--- config.mk ---
export PLATFORM = sky130hd
export DESIGN_NAME = arm_pipelined_decode_execute_register
export DESIGN_NICKNAME = d
export VERILOG_FILES = /design/src/rtl/arm_pipelined_pkg.sv /design/src/rtl/arm_pipelined_wb_bypass.sv /design/src/rtl/arm_pipelined_decode_execute_register.sv
export SDC_FILE = /design/constraint.sdc
export NUM_CORES = 1
export LEC_CHECK = 0
export CAP_MARGIN = 20
export CELL_PAD_IN_SITES_DETAIL_PLACEMENT = 1
export CELL_PAD_IN_SITES_GLOBAL_PLACEMENT = 1
export CORE_AREA = 2 2 117 119
export CTS_BUF_LIST = sky130_fd_sc_hd__clkbuf_2 sky130_fd_sc_hd__clkbuf_4 sky130_fd_sc_hd__clkbuf_8
export DETAILED_ROUTE_END_ITERATION = 6
export DIE_AREA = 0 0 119 121
export DONT_BUFFER_PORTS = 1
export MAX_ROUTING_LAYER = met4
export PLACE_DENSITY = 0.9
export SYNTH_ARGS = -nofsm -noshare
export SYNTH_HDL_FRONTEND = slang
export SYNTH_SLANG_ARGS = --single-unit
--- constraint.sdc ---
create_clock -name i_CLK -period 3.9 [get_ports i_CLK]
set_input_delay 0.975 -clock i_CLK [delete_from_list [all_inputs] [get_ports i_CLK]]
set_output_delay 0.975 -clock i_CLK [all_outputs]
set_load 0.01 [all_outputs]
--- src/rtl/arm_pipelined_pkg.sv ---
// rtl/arm_pipelined_pkg.sv - shared types and constants for the ARM pipelined core
package arm_pipelined_pkg;

    typedef struct packed {
        logic       PCSrc;
        logic       RegWrite;
        logic       MemToReg;
        logic       MemWrite;
        logic       Branch;
        logic       ALUSrc;
        logic [1:0] ALUControl;
        logic [1:0] FlagWrite;
        logic [1:0] ImmSrc;
        logic [3:0] Cond;
    } decode_ctrl_t;

    localparam logic [3:0]   PC_REG_ADDR = 4'hF;
    localparam decode_ctrl_t CTRL_BUBBLE = '0;

endpackage

--- src/rtl/arm_pipelined_wb_bypass.sv ---
// rtl/arm_pipelined_wb_bypass.sv - writeback-to-operand bypass compare and mux
module arm_pipelined_wb_bypass
    import arm_pipelined_pkg::*;
#(
    parameter int BusWidth     = 32,
    parameter int RegAddrWidth = 4
) (
    input  logic                    i_Enable,
    input  logic                    i_W_RegWrite,
    input  logic [RegAddrWidth-1:0] i_W_WA3,
    input  logic [BusWidth-1:0]     i_W_Result,
    input  logic [RegAddrWidth-1:0] i_RA,
    input  logic [BusWidth-1:0]     i_RD,
    output logic [BusWidth-1:0]     o_RD
);

    localparam logic [RegAddrWidth-1:0] PC_ADDR = RegAddrWidth'(PC_REG_ADDR);

    // R15 reads come from the PC path, so a write to R15 never replaces them
    logic w_hit;
    assign w_hit = i_Enable && i_W_RegWrite && (i_W_WA3 == i_RA) && (i_RA != PC_ADDR);
    assign o_RD  = w_hit ? i_W_Result : i_RD;

endmodule

--- src/rtl/arm_pipelined_decode_execute_register.sv ---
// rtl/arm_pipelined_decode_execute_register.sv - Decode/Execute pipeline register with WB bypass, stall, flush
module arm_pipelined_decode_execute_register
    import arm_pipelined_pkg::*;
#(
    parameter int BusWidth       = 32,
    parameter int RegAddrWidth   = 4,
    parameter int BubbleCntWidth = 16
) (
    input  logic                      i_CLK,
    input  logic                      i_RESET,
    input  logic                      i_Stall,
    input  logic                      i_Flush,
    input  logic [BusWidth-1:0]       i_D_RD1,
    input  logic [BusWidth-1:0]       i_D_RD2,
    input  logic [BusWidth-1:0]       i_D_ExtImm,
    input  logic [RegAddrWidth-1:0]   i_D_RA1,
    input  logic [RegAddrWidth-1:0]   i_D_RA2,
    input  logic [RegAddrWidth-1:0]   i_D_WA3,
    input  decode_ctrl_t              i_D_Ctrl,
    input  logic                      i_W_RegWrite,
    input  logic [RegAddrWidth-1:0]   i_W_WA3,
    input  logic [BusWidth-1:0]       i_W_Result,
    output logic                      o_E_Valid,
    output logic [BusWidth-1:0]       o_E_RD1,
    output logic [BusWidth-1:0]       o_E_RD2,
    output logic [BusWidth-1:0]       o_E_ExtImm,
    output logic [RegAddrWidth-1:0]   o_E_RA1,
    output logic [RegAddrWidth-1:0]   o_E_RA2,
    output logic [RegAddrWidth-1:0]   o_E_WA3,
    output decode_ctrl_t              o_E_Ctrl,
    output logic [BubbleCntWidth-1:0] o_BubbleCount
);

    logic                      r_Valid;
    logic [BusWidth-1:0]       r_RD1, r_RD2, r_ExtImm;
    logic [RegAddrWidth-1:0]   r_RA1, r_RA2, r_WA3;
    decode_ctrl_t              r_Ctrl;
    logic [BubbleCntWidth-1:0] r_BubbleCount;

    logic [BusWidth-1:0] w_load_rd1, w_load_rd2, w_stall_rd1, w_stall_rd2;

    arm_pipelined_wb_bypass #(.BusWidth(BusWidth), .RegAddrWidth(RegAddrWidth)) u_load_bp1 (
        .i_Enable(1'b1), .i_W_RegWrite(i_W_RegWrite), .i_W_WA3(i_W_WA3), .i_W_Result(i_W_Result),
        .i_RA(i_D_RA1), .i_RD(i_D_RD1), .o_RD(w_load_rd1));
    arm_pipelined_wb_bypass #(.BusWidth(BusWidth), .RegAddrWidth(RegAddrWidth)) u_load_bp2 (
        .i_Enable(1'b1), .i_W_RegWrite(i_W_RegWrite), .i_W_WA3(i_W_WA3), .i_W_Result(i_W_Result),
        .i_RA(i_D_RA2), .i_RD(i_D_RD2), .o_RD(w_load_rd2));

    // While held, keep operands coherent with register file writes landing during the stall
    arm_pipelined_wb_bypass #(.BusWidth(BusWidth), .RegAddrWidth(RegAddrWidth)) u_stall_bp1 (
        .i_Enable(r_Valid), .i_W_RegWrite(i_W_RegWrite), .i_W_WA3(i_W_WA3), .i_W_Result(i_W_Result),
        .i_RA(r_RA1), .i_RD(r_RD1), .o_RD(w_stall_rd1));
    arm_pipelined_wb_bypass #(.BusWidth(BusWidth), .RegAddrWidth(RegAddrWidth)) u_stall_bp2 (
        .i_Enable(r_Valid), .i_W_RegWrite(i_W_RegWrite), .i_W_WA3(i_W_WA3), .i_W_Result(i_W_Result),
        .i_RA(r_RA2), .i_RD(r_RD2), .o_RD(w_stall_rd2));

    always_ff @(posedge i_CLK) begin
        if (i_RESET) begin
            r_Valid       <= 1'b0;
            r_RD1         <= '0;
            r_RD2         <= '0;
            r_ExtImm      <= '0;
            r_RA1         <= '0;
            r_RA2         <= '0;
            r_WA3         <= '0;
            r_Ctrl        <= CTRL_BUBBLE;
            r_BubbleCount <= '0;
        end else if (i_Flush) begin
            r_Valid  <= 1'b0;
            r_RD1    <= '0;
            r_RD2    <= '0;
            r_ExtImm <= '0;
            r_RA1    <= '0;
            r_RA2    <= '0;
            r_WA3    <= '0;
            r_Ctrl   <= CTRL_BUBBLE;
            if (r_BubbleCount != '1)
                r_BubbleCount <= r_BubbleCount + 1'b1;
        end else if (i_Stall) begin
            r_RD1 <= w_stall_rd1;
            r_RD2 <= w_stall_rd2;
        end else begin
            r_Valid  <= 1'b1;
            r_RD1    <= w_load_rd1;
            r_RD2    <= w_load_rd2;
            r_ExtImm <= i_D_ExtImm;
            r_RA1    <= i_D_RA1;
            r_RA2    <= i_D_RA2;
            r_WA3    <= i_D_WA3;
            r_Ctrl   <= i_D_Ctrl;
        end
    end

    assign o_E_Valid     = r_Valid;
    assign o_E_RD1       = r_RD1;
    assign o_E_RD2       = r_RD2;
    assign o_E_ExtImm    = r_ExtImm;
    assign o_E_RA1       = r_RA1;
    assign o_E_RA2       = r_RA2;
    assign o_E_WA3       = r_WA3;
    assign o_E_Ctrl      = r_Ctrl;
    assign o_BubbleCount = r_BubbleCount;

endmodule

==> impl_metrics.json, run 1 <==
{
  "status": "completed",
  "route.detailed.drc": 0,
  "dieArea_um2": 14400,
  "io_buffer_count": 0,
  "pwr-share-comb_pct": 6.5,
  "setup_violations": 0,
  "rsz0062_at_grt": "no",
  "start_util_pct": 43.91,
  "p_sw_w": 0.0007717,
  "vias": 4877,
  "finClkSkew_ps": 9.004,
  "cp-start-kind": "input port",
  "cts-root-buf": "clkbuf_8",
  "cts_tree": "built",
  "wl_um": 18450,
  "cts_buffer_depth": 2,
  "synthCells": 642,
  "netlist_top_cells_area": "dfxtp_1 49%, mux2i_1 10%, nor2_1 4.9%, nand2_1 4.6%, a22oi_1 4.2%",
  "routed_via_density": 6.021,
  "final-seq-area_um2": 2823,
  "tightest_slew_ps": 1046,
  "syn2layout_area_growth_pct": 11.22,
  "syn_nets": 808,
  "period_share_pct": 64.49,
  "yosysTopAreaCell": "dfxtp_1",
  "cts_max_level": 4,
  "die_w_um": 119,
  "synth_area_per_cell_um2": 8.949,
  "first_iter_violations": 350,
  "power_frac_clock_pct": 45.9,
  "maxCapViolations": 0,
  "wl_per_cell_um": 22.78,
  "cts_repair_resize_count": 0,
  "grt_usage_pct": 26.06,
  "critPathMaxFanout": 19,
  "grt_pass1_vias": 5207,
  "seq_power_share_pct": 47.5,
  "rows": 42,
  "grt_max_degree": 93,
  "async_reset_ff_share_pct": 0,
  "overflow": 0,
  "synth_top_area_share_pct": 49.13,
  "crit_path_end_kind": "register",
  "postCtsHoldBufs": 0,
  "setup-tns-final_ps": 0,
  "finalHoldViolations": 0,
  "synth_edf_count": 0,
  "worstPathRequired_ps": 4260,
  "die_h_um": 121,
  "gp_congestion": 0.8010,
  "layout.cells.non_filler": 810,
  "synth.distinct_cells": 36,
  "grt_pass1_wl_um": 28260,
  "path_class": "input port to register",
  "relSlewSlack_pct": 30.23,
  "cts_setup_buffers": 0,
  "ys_seq_area_share_pct": 49.13,
  "ys_seq_elements": 141,
  "swShare_pct": 23.58,
  "peakVddDrop_v": 0.0002706,
  "synth-main-ff-cell": "dfxtp_1",
  "antenna_cells": 0,
  "synth_area_um2": 5746,
  "fin_crit_ps": 2515,
  "numCtsBuffers": 17,
  "yosys_warnings": 0,
  "placed_cells": 778,
  "arrival_ps": 2870,
  "ant_nets": 0,
  "drt-pass1-iter-count": 4,
  "power_density_nw_per_um2": 512.1,
  "cts.clk_slew.worst_paths_ps": 80,
  "max_clock_freq_mhz": 397.6,
  "finalMaxSlewViolations": 0,
  "drive_above_1_share_pct": 7.729,
  "clock_latency_ps": 440,
  "n_fill_cell": 1496,
  "dp_hpwl_um": 13300,
  "cts_sinks": 141,
  "io_pins": 306,
  "synth.most_common_cell": "dfxtp_1",
  "synthTopCellsByCount": "141 x dfxtp_1, 75 x nor2_1, 71 x nand2_1",
  "p_int_w": 0.002500,
  "multiInputGateArea_um2": 2705,
  "core_area_um2": 13090,
  "antenna_found_initial": 0,
  "p_leak_nw": 2.465,
  "min_path_type": "register to register",
  "layout.nets": 787
}
## area by class of cell
cell class | instances | share of cell area (%)
flip-flops and latches | 141 | 44.17
multi-input cells | 449 | 42.33
clock inverters | 13 | 4.073
clock buffers | 19 | 3.995
well taps | 176 | 3.446
repair buffers | 9 | 1.801
inverters | 3 | 0.1762
## state kept, by name, indices dropped and copies added, names as in the netlist
signal	count
o_BubbleCount	16
o_E_RD1	32
o_E_WA3	4
o_E_Valid	1
o_E_ExtImm	32
o_E_RA1	4
o_E_Ctrl	16
o_E_RA2	4
o_E_RD2	32
## critical path, cell delays in order
cell     delay [ps]
xor2_1          130
or4_1           600
nor3_4          500
buf_4           350
o21ai_0         140
a21oi_1         160
## path summary, 6_finish.rpt
check	startpoint	end	slack, ps	cells after the start
min	o_BubbleCount[1]	o_BubbleCount[1]	560	2
min reg2reg	o_BubbleCount[1]	o_BubbleCount[1]	560	2
max	i_W_WA3[3]	o_E_RD2[19]	1380	6
max reg2reg	o_E_RA2[3]	o_E_RD2[19]	1430	6
## power groups by stage
stage	Combinational (W)	Sequential, W	Clock (W)
after global placement	0.000188	0.00159	0
after CTS	0.000215	0.00156	0.00152
final	0.000214	0.00156	0.00150
after detailed placement	0.000213	0.00159	0
after global routing	0.000238	0.00156	0.00160
after floorplan	0.000185	0.00157	0
## cell families (layout without fill, tap and decap cells)
| kind of cell | Yosys count | after routing | synth area share [%] |
|---|---|---|---|
| and+or+nand+nor | 185 | 185 | 13.87 |
| adders and majority gates | 1 | 1 | 0.2177 |
| xor gates and xnor gates | 26 | 26 | 3.963 |
| AOI/OAI and AO/OA | 177 | 177 | 18.23 |
| muxes | 60 | 60 | 10.45 |
| DFF | 141 | 141 | 49.13 |
| buffers and inverters | 52 | 44 | 4.137 |
## per-stage QoR
stage,total power [W],cell area (µm²),utilization (%),worst slack (ps),hold WS (ps)
6_report,0.003272,6390,48.83,1385,563.0
5_1_grt,0.003401,6390,48.83,1255,556.5
4_1_cts,0.003292,6390,48.83,1392,560.1
3_5_place_dp,0.001801,5874,44.89,919.3,552.8
3_3_place_gp,0.001774,5804,44.36,927.9,538.6
2_1_floorplan,0.001756,5746,-,1481,514.2
## routing by layer
metal / up-vias / global-route usage (%) / wire, µm
li1: 2224 / - / -
met1: 2341 / 27.76 / 6743
met4: 0 / 10.86 / 492
met5: - / - / 0
met2: 272 / 44.90 / 9643
met3: 40 / 8.271 / 1570
## layout by cell type (no fill, tap or decap), drive strengths merged
cell and count:
clkinvlp 2, o21ai 69, mux2i 60, a21oi 36
bufinv 7, nand4 11, a22oi 32, nand3 8
and2 3, xnor2 12, buf 9, o211a 1
o21a 5, xor2 14, clkinv 2, nand4b 1
nor2 75, nor4 2, or3 2, nand2 71
clkbuf 19, and4 2, dfxtp 141, nor3 4
or4 3, a31oi 33, and3 2, or2 1
o41ai 1, inv 5, ha 1
(Power assumes the default switching activity.)
==> run 2, diff against run 1 <==
--- a/config.mk
+++ b/config.mk
@@ -8,13 +8,13 @@
 export CAP_MARGIN = 20
 export CELL_PAD_IN_SITES_DETAIL_PLACEMENT = 1
 export CELL_PAD_IN_SITES_GLOBAL_PLACEMENT = 1
-export CORE_AREA = 2 2 117 119
+export CORE_AREA = 2 2 119 121
 export CTS_BUF_LIST = sky130_fd_sc_hd__clkbuf_2 sky130_fd_sc_hd__clkbuf_4 sky130_fd_sc_hd__clkbuf_8
 export DETAILED_ROUTE_END_ITERATION = 6
-export DIE_AREA = 0 0 119 121
+export DIE_AREA = 0 0 121 123
 export DONT_BUFFER_PORTS = 1
 export MAX_ROUTING_LAYER = met4
-export PLACE_DENSITY = 0.9
+export PLACE_DENSITY = 0.87
 export SYNTH_ARGS = -nofsm -noshare
 export SYNTH_HDL_FRONTEND = slang
 export SYNTH_SLANG_ARGS = --single-unit
==> constraint.sdc (replaced) <==
create_clock -name i_CLK -period 2.6 [get_ports i_CLK]
set_input_delay 0.65 -clock i_CLK [delete_from_list [all_inputs] [get_ports i_CLK]]
set_output_delay 0.65 -clock i_CLK [all_outputs]
set_load 0.01 [all_outputs]
==> run 2 against run 1 <==
Total power is 34% higher. Clock power up 15%. Routed wire length shrank 2.4%. Register-to-register slack worse by 990 ps. Final cell count up 0.74%. Via count is 1.4% lower. Die area is 3.4% higher. Critical path type is now register to register.
==> impl_metrics.json, run 2 (same netlist as run 1, synthesis figures left out) <==
{
  "status": "completed",
  "critPathMaxFanout": 9,
  "wl_um": 18010,
  "cts_repair_resize_count": 0,
  "cts.clk_slew.worst_paths_ps": 80,
  "finalHoldViolations": 0,
  "layout.nets": 790,
  "period_share_pct": 82.90,
  "dpl_cell_area_um2": 5859,
  "grt_usage_pct": 23.55,
  "die_w_um": 121,
  "first_iter_violations": 240,
  "cts_max_level": 4,
  "rsz0062_at_grt": "no",
  "cts_sinks": 141,
  "min_path_type": "input port to register",
  "maxCapViolations": 0,
  "crit_path_end_kind": "register",
  "finalMaxSlewViolations": 0,
  "setup-tns-final_ps": 0,
  "grt_max_degree": 93,
  "cts_setup_buffers": 0,
  "setup_violations": 0,
  "gp_congestion": 0.8365,
  "cts_tree": "built",
  "route.detailed.drc": 0,
  "routed_via_density": 5.893,
  "arrival_ps": 2490,
  "p_leak_nw": 2.424,
  "max_clock_freq_mhz": 463.9,
  "cp_slowest_cell": "or4_1",
  "antenna_cells": 0,
  "wl_per_cell_um": 22.07,
  "clock_latency_ps": 440,
  "grt_pass1_vias": 4993,
  "swShare_pct": 24.96,
  "core_area_um2": 13610,
  "final_cell_mix": "141 x dfxtp_1, 74 x nor2_1, 71 x nand2_1",
  "cp-start-kind": "register",
  "dieArea_um2": 14880,
  "rows": 43,
  "relSlewSlack_pct": 31.75,
  "path_class": "register to register",
  "finClkSkew_ps": 10.61,
  "ant_nets": 0,
  "worstPathRequired_ps": 2930,
  "layout_commonest_cell": "dfxtp_1",
  "p_int_w": 0.003286,
  "slowest_delay_ps": 700,
  "syn2layout_area_growth_pct": 9.299,
  "die_h_um": 123,
  "drive_above_1_share_pct": 8.019,
  "drt-pass1-iter-count": 4,
  "tightest_slew_ps": 1024,
  "pwr-share-comb_pct": 7.2,
  "postCtsHoldBufs": 0,
  "dp_hpwl_um": 13210,
  "power_density_nw_per_um2": 697.4,
  "seq_power_share_pct": 53.3,
  "power_frac_clock_pct": 39.5,
  "overflow": 0,
  "post-route-util_pct": 46.13,
  "worstPathCellList": "ha_1 > nand3_1 > or4_1 > nand4_1 > xor2_1 > nor2_1",
  "p_sw_w": 0.001093,
  "numCtsBuffers": 17,
  "cts-root-buf": "clkbuf_8",
  "fin_crit_ps": 2156,
  "io_pins": 306,
  "peakVddDrop_v": 0.0004116,
  "start_util_pct": 42.21,
  "grt_pass1_wl_um": 26240,
  "antenna_found_initial": 0,
  "io_buffer_count": 0,
  "worstPathBufferInverterCount": 0,
  "vias": 4809,
  "path_delay_family": "simple AND/OR/NAND/NOR gates",
  "cts_buffer_depth": 2,
  "stdcell_area_um2": 6280
}
==> run 2: cell count changes in the layout (fill, tap and decap cells not counted), sizes merged <==
cell	change
buf	+3
inv	-2
clkbuf	+1
clkinv	+5
bufinv	-5
==> run 2: final timing paths <==
| check | startpoint | to | slack (ps) | cells past startpoint |
|---|---|---|---|---|
| worst max register to register | o_BubbleCount[0] | o_BubbleCount[11] | 440 | 6 |
| worst max-delay path | o_BubbleCount[0] | o_BubbleCount[11] | 440 | 6 |
| worst min register to register | o_BubbleCount[1] | o_BubbleCount[1] | 570 | 2 |
| worst min-delay path | i_RESET | o_BubbleCount[3] | 280 | 1 |
==> run 2: cell type report <==
class	count	area (µm²)
Clock buffer	20	275.3
Timing Repair Buffer	12	122.6
Multi-Input combinational cell	449	2705
Sequential cell	141	2823
Fill cell	1565	7332
Tap cell	180	225.2
Inverter	3	11.26
Clock inverter	11	117.6
==> run 2: routing by layer <==
metal | GRT usage, % | part of all wire (%) | vias up
met2 | 39.01 | 50 | 262
li1 | - | - | 2234
met5 | - | 0 | -
met3 | 8.994 | 9.7 | 53
met1 | 24.68 | 37 | 2260
met4 | 11.63 | 3.7 | 0
==> run 2: power by group through the flow <==
stage | Combinational, W | Sequential (W) | Clock (W)
finish | 0.000315 | 0.00233 | 0.00173
global route | 0.000352 | 0.00234 | 0.00187
CTS | 0.000311 | 0.00233 | 0.00177
detailed placement | 0.000310 | 0.00238 | 0
global placement | 0.000287 | 0.00238 | 0
floorplan | 0.000277 | 0.00236 | 0
==> run 2: through the flow <==
stage	total power [W]	setup WS (ps)	std cells	hold WS (ps)
after detailed placement	0.002692	282.1	784	561.0
final	0.004379	444.5	816	276.0
after floorplan	0.002633	506.5	642	514.2
after CTS	0.004414	454.0	815	238.0
after global placement	0.002667	341.6	784	547.7
after global routing	0.004564	289.6	816	232.5
==> run 3, diff against run 2 <==
--- a/config.mk
+++ b/config.mk
@@ -8,13 +8,12 @@
 export CAP_MARGIN = 20
 export CELL_PAD_IN_SITES_DETAIL_PLACEMENT = 1
 export CELL_PAD_IN_SITES_GLOBAL_PLACEMENT = 1
-export CORE_AREA = 2 2 119 121
+export CORE_UTILIZATION = 42
 export CTS_BUF_LIST = sky130_fd_sc_hd__clkbuf_2 sky130_fd_sc_hd__clkbuf_4 sky130_fd_sc_hd__clkbuf_8
 export DETAILED_ROUTE_END_ITERATION = 6
-export DIE_AREA = 0 0 121 123
 export DONT_BUFFER_PORTS = 1
 export MAX_ROUTING_LAYER = met4
-export PLACE_DENSITY = 0.87
+export PLACE_DENSITY = 0.9
 export SYNTH_ARGS = -nofsm -noshare
 export SYNTH_HDL_FRONTEND = slang
 export SYNTH_SLANG_ARGS = --single-unit
==> constraint.sdc (replaced) <==
create_clock -name i_CLK -period 1.9 [get_ports i_CLK]
set_input_delay 0.475 -clock i_CLK [delete_from_list [all_inputs] [get_ports i_CLK]]
set_output_delay 0.475 -clock i_CLK [all_outputs]
set_load 0.01 [all_outputs]
==> run 3 against run 2 <==
The flow now finishes with violations (setup timing). Maximum frequency up 10%. Sequential share of layout area down 3.8 points. Hold slack worse by 180 ps. Total power up 50%. Worst setup slack worse by 500 ps. Die area down 4.9%. Cell area up 9.4%. Global-route usage up 3.5 points. Clock power up 64%. Utilization up 5.5 points.
==> impl_metrics.json, run 3 (same netlist as run 1, synthesis figures left out) <==
{
  "maxCapViolations": 0,
  "cts_buffer_depth": 2,
  "postCtsHoldBufs": 0,
  "period_share_pct": 102.8,
  "numCtsBuffers": 17,
  "tightest_slew_ps": 1065,
  "final_cell_mix": "138 x dfxtp_1, 74 x nor2_1, 71 x nand2_1",
  "layout.nets": 822,
  "multiInputGateArea_um2": 2836,
  "wl_um": 20410,
  "worstPathCellList": "xor2_1 > or4_4 > buf_6 > nor3_4 > buf_6 > buf_12 > o21ai_0 > a21oi_1",
  "start_util_pct": 43.21,
  "gp_congestion": 0.7911,
  "setup_violations": 33,
  "antenna_cells": 0,
  "antenna_found_initial": 0,
  "peakVddDrop_v": 0.0005246,
  "arrival_ps": 2310,
  "grt_usage_pct": 27.08,
  "overflow": 0,
  "clock_latency_ps": 450,
  "cp_slowest_cell": "or4_4",
  "cts.clk_slew.worst_paths_ps": 90,
  "worst_path_most_repeated_cell": "buf_6",
  "die_w_um": 119.0,
  "worstPathBufferInverterCount": 3,
  "drt-pass1-iter-count": 5,
  "worst_slack_ps": -53.14,
  "worstPathRequired_ps": 2260,
  "crit_path_end_kind": "register",
  "dieArea_um2": 14150,
  "grt_pass1_vias": 5315,
  "power_density_nw_per_um2": 953.9,
  "rows": 42,
  "route.detailed.drc": 0,
  "rsz0062_at_grt": "yes",
  "routed_via_density": 6.103,
  "syn2layout_area_growth_pct": 19.53,
  "max_clock_freq_mhz": 512.0,
  "drive_above_1_share_pct": 16.89,
  "grt_pass1_wl_um": 28560,
  "finalMaxSlewViolations": 0,
  "violations": "setup timing",
  "wl_per_cell_um": 24.16,
  "cts_sinks": 141,
  "cts-root-buf": "clkbuf_8",
  "placed_cells": 804,
  "die_h_um": 119.0,
  "rrSetupSlack_ps": -50,
  "relSlewSlack_pct": 29.00,
  "status": "finished with violations",
  "dp_hpwl_um": 13530,
  "n_fill_cell": 1479,
  "ant_nets": 0,
  "io_buffer_count": 0,
  "cp-start-kind": "register",
  "path_delay_family": "simple AND/OR/NAND/NOR gates",
  "core_area_um2": 13300,
  "setup-tns-final_ps": -775.8,
  "first_iter_violations": 374,
  "final-seq-area_um2": 2826,
  "layout.cells.non_filler": 845,
  "cts_max_level": 4,
  "slowest_delay_ps": 530,
  "p_leak_nw": 2.677,
  "path_class": "register to register",
  "min_path_type": "input port to register",
  "finalHoldViolations": 0,
  "finClkSkew_ps": 16.61,
  "layout_commonest_cell": "dfxtp_1",
  "vias": 5157,
  "cts_tree": "built",
  "critPathMaxFanout": 8,
  "grt_max_degree": 93,
  "io_pins": 306,
  "fin_crit_ps": 1953
}
==> run 3: path summary, 6_finish.rpt <==
| path | from | end | cells past startpoint |
|---|---|---|---|
| worst max-delay path | o_E_RA2[0] | o_E_RD2[2] | 8 |
| worst min-delay path | i_RESET | o_BubbleCount[4] | 1 |
| worst max register to register | o_E_RA2[0] | o_E_RD2[2] | 8 |
| worst min register to register | o_E_Ctrl[6] | o_E_Ctrl[6] | 2 |
==> run 3: timing repair <==
| action | 4_1_cts | 5_1_grt |
|---|---|---|
| setup endpoints to repair | 11 | 54 |
| buffers inserted | 0 | 3 |
| pin swaps | 4 | 9 |
| gates resized for setup | 16 | 16 |
| gates cloned | 0 | 6 |
==> run 3: report_power, final <==
group          switching, W  internal [W]
sequential         0.000129       0.00306
combinational      0.000301      0.000232
clock               0.00121       0.00162
total               0.00164       0.00491
==> run 3: cell type report <==
type,instances,share of cell area [%]
clock buffers,19,3.717
clock inverters,13,3.115
inverters,3,0.1640
multi-input cells,449,41.30
flip-flops and latches,141,41.16
well taps,176,3.206
repair buffers,44,7.342
==> run 3: worst register-to-register path, stage by stage (launching register included) <==
cell,delay [ps]
dfxtp_2,340
xor2_1,160
or4_4,530
buf_6,140
nor3_4,150
buf_6,150
buf_12,130
o21ai_0,100
a21oi_1,180
==> run 3: metal layers <==
| metal | GRT usage [%] | wire length, µm |
|---|---|---|
| met5 | - | 0 |
| met4 | 13.92 | 866 |
| met3 | 9.148 | 1737 |
| met2 | 46.60 | 10350 |
| met1 | 27.27 | 7458 |
==> run 3: metrics by stage <==
stage                     util [%]  setup WS (ps)  hold WS (ps)  total power (W)  instance area [µm²]
after floorplan                  -         -11.72         514.2         0.003605                 5756
after global placement       45.84         -62.68         549.1         0.003673                 6095
after detailed placement     45.84         -171.9         551.1         0.003712                 6095
after CTS                    49.94         -19.81         59.24         0.006546                 6640
after global routing         51.66         -108.4         54.43         0.006751                 6868
final                        51.66         -53.14         92.23         0.006551                 6868
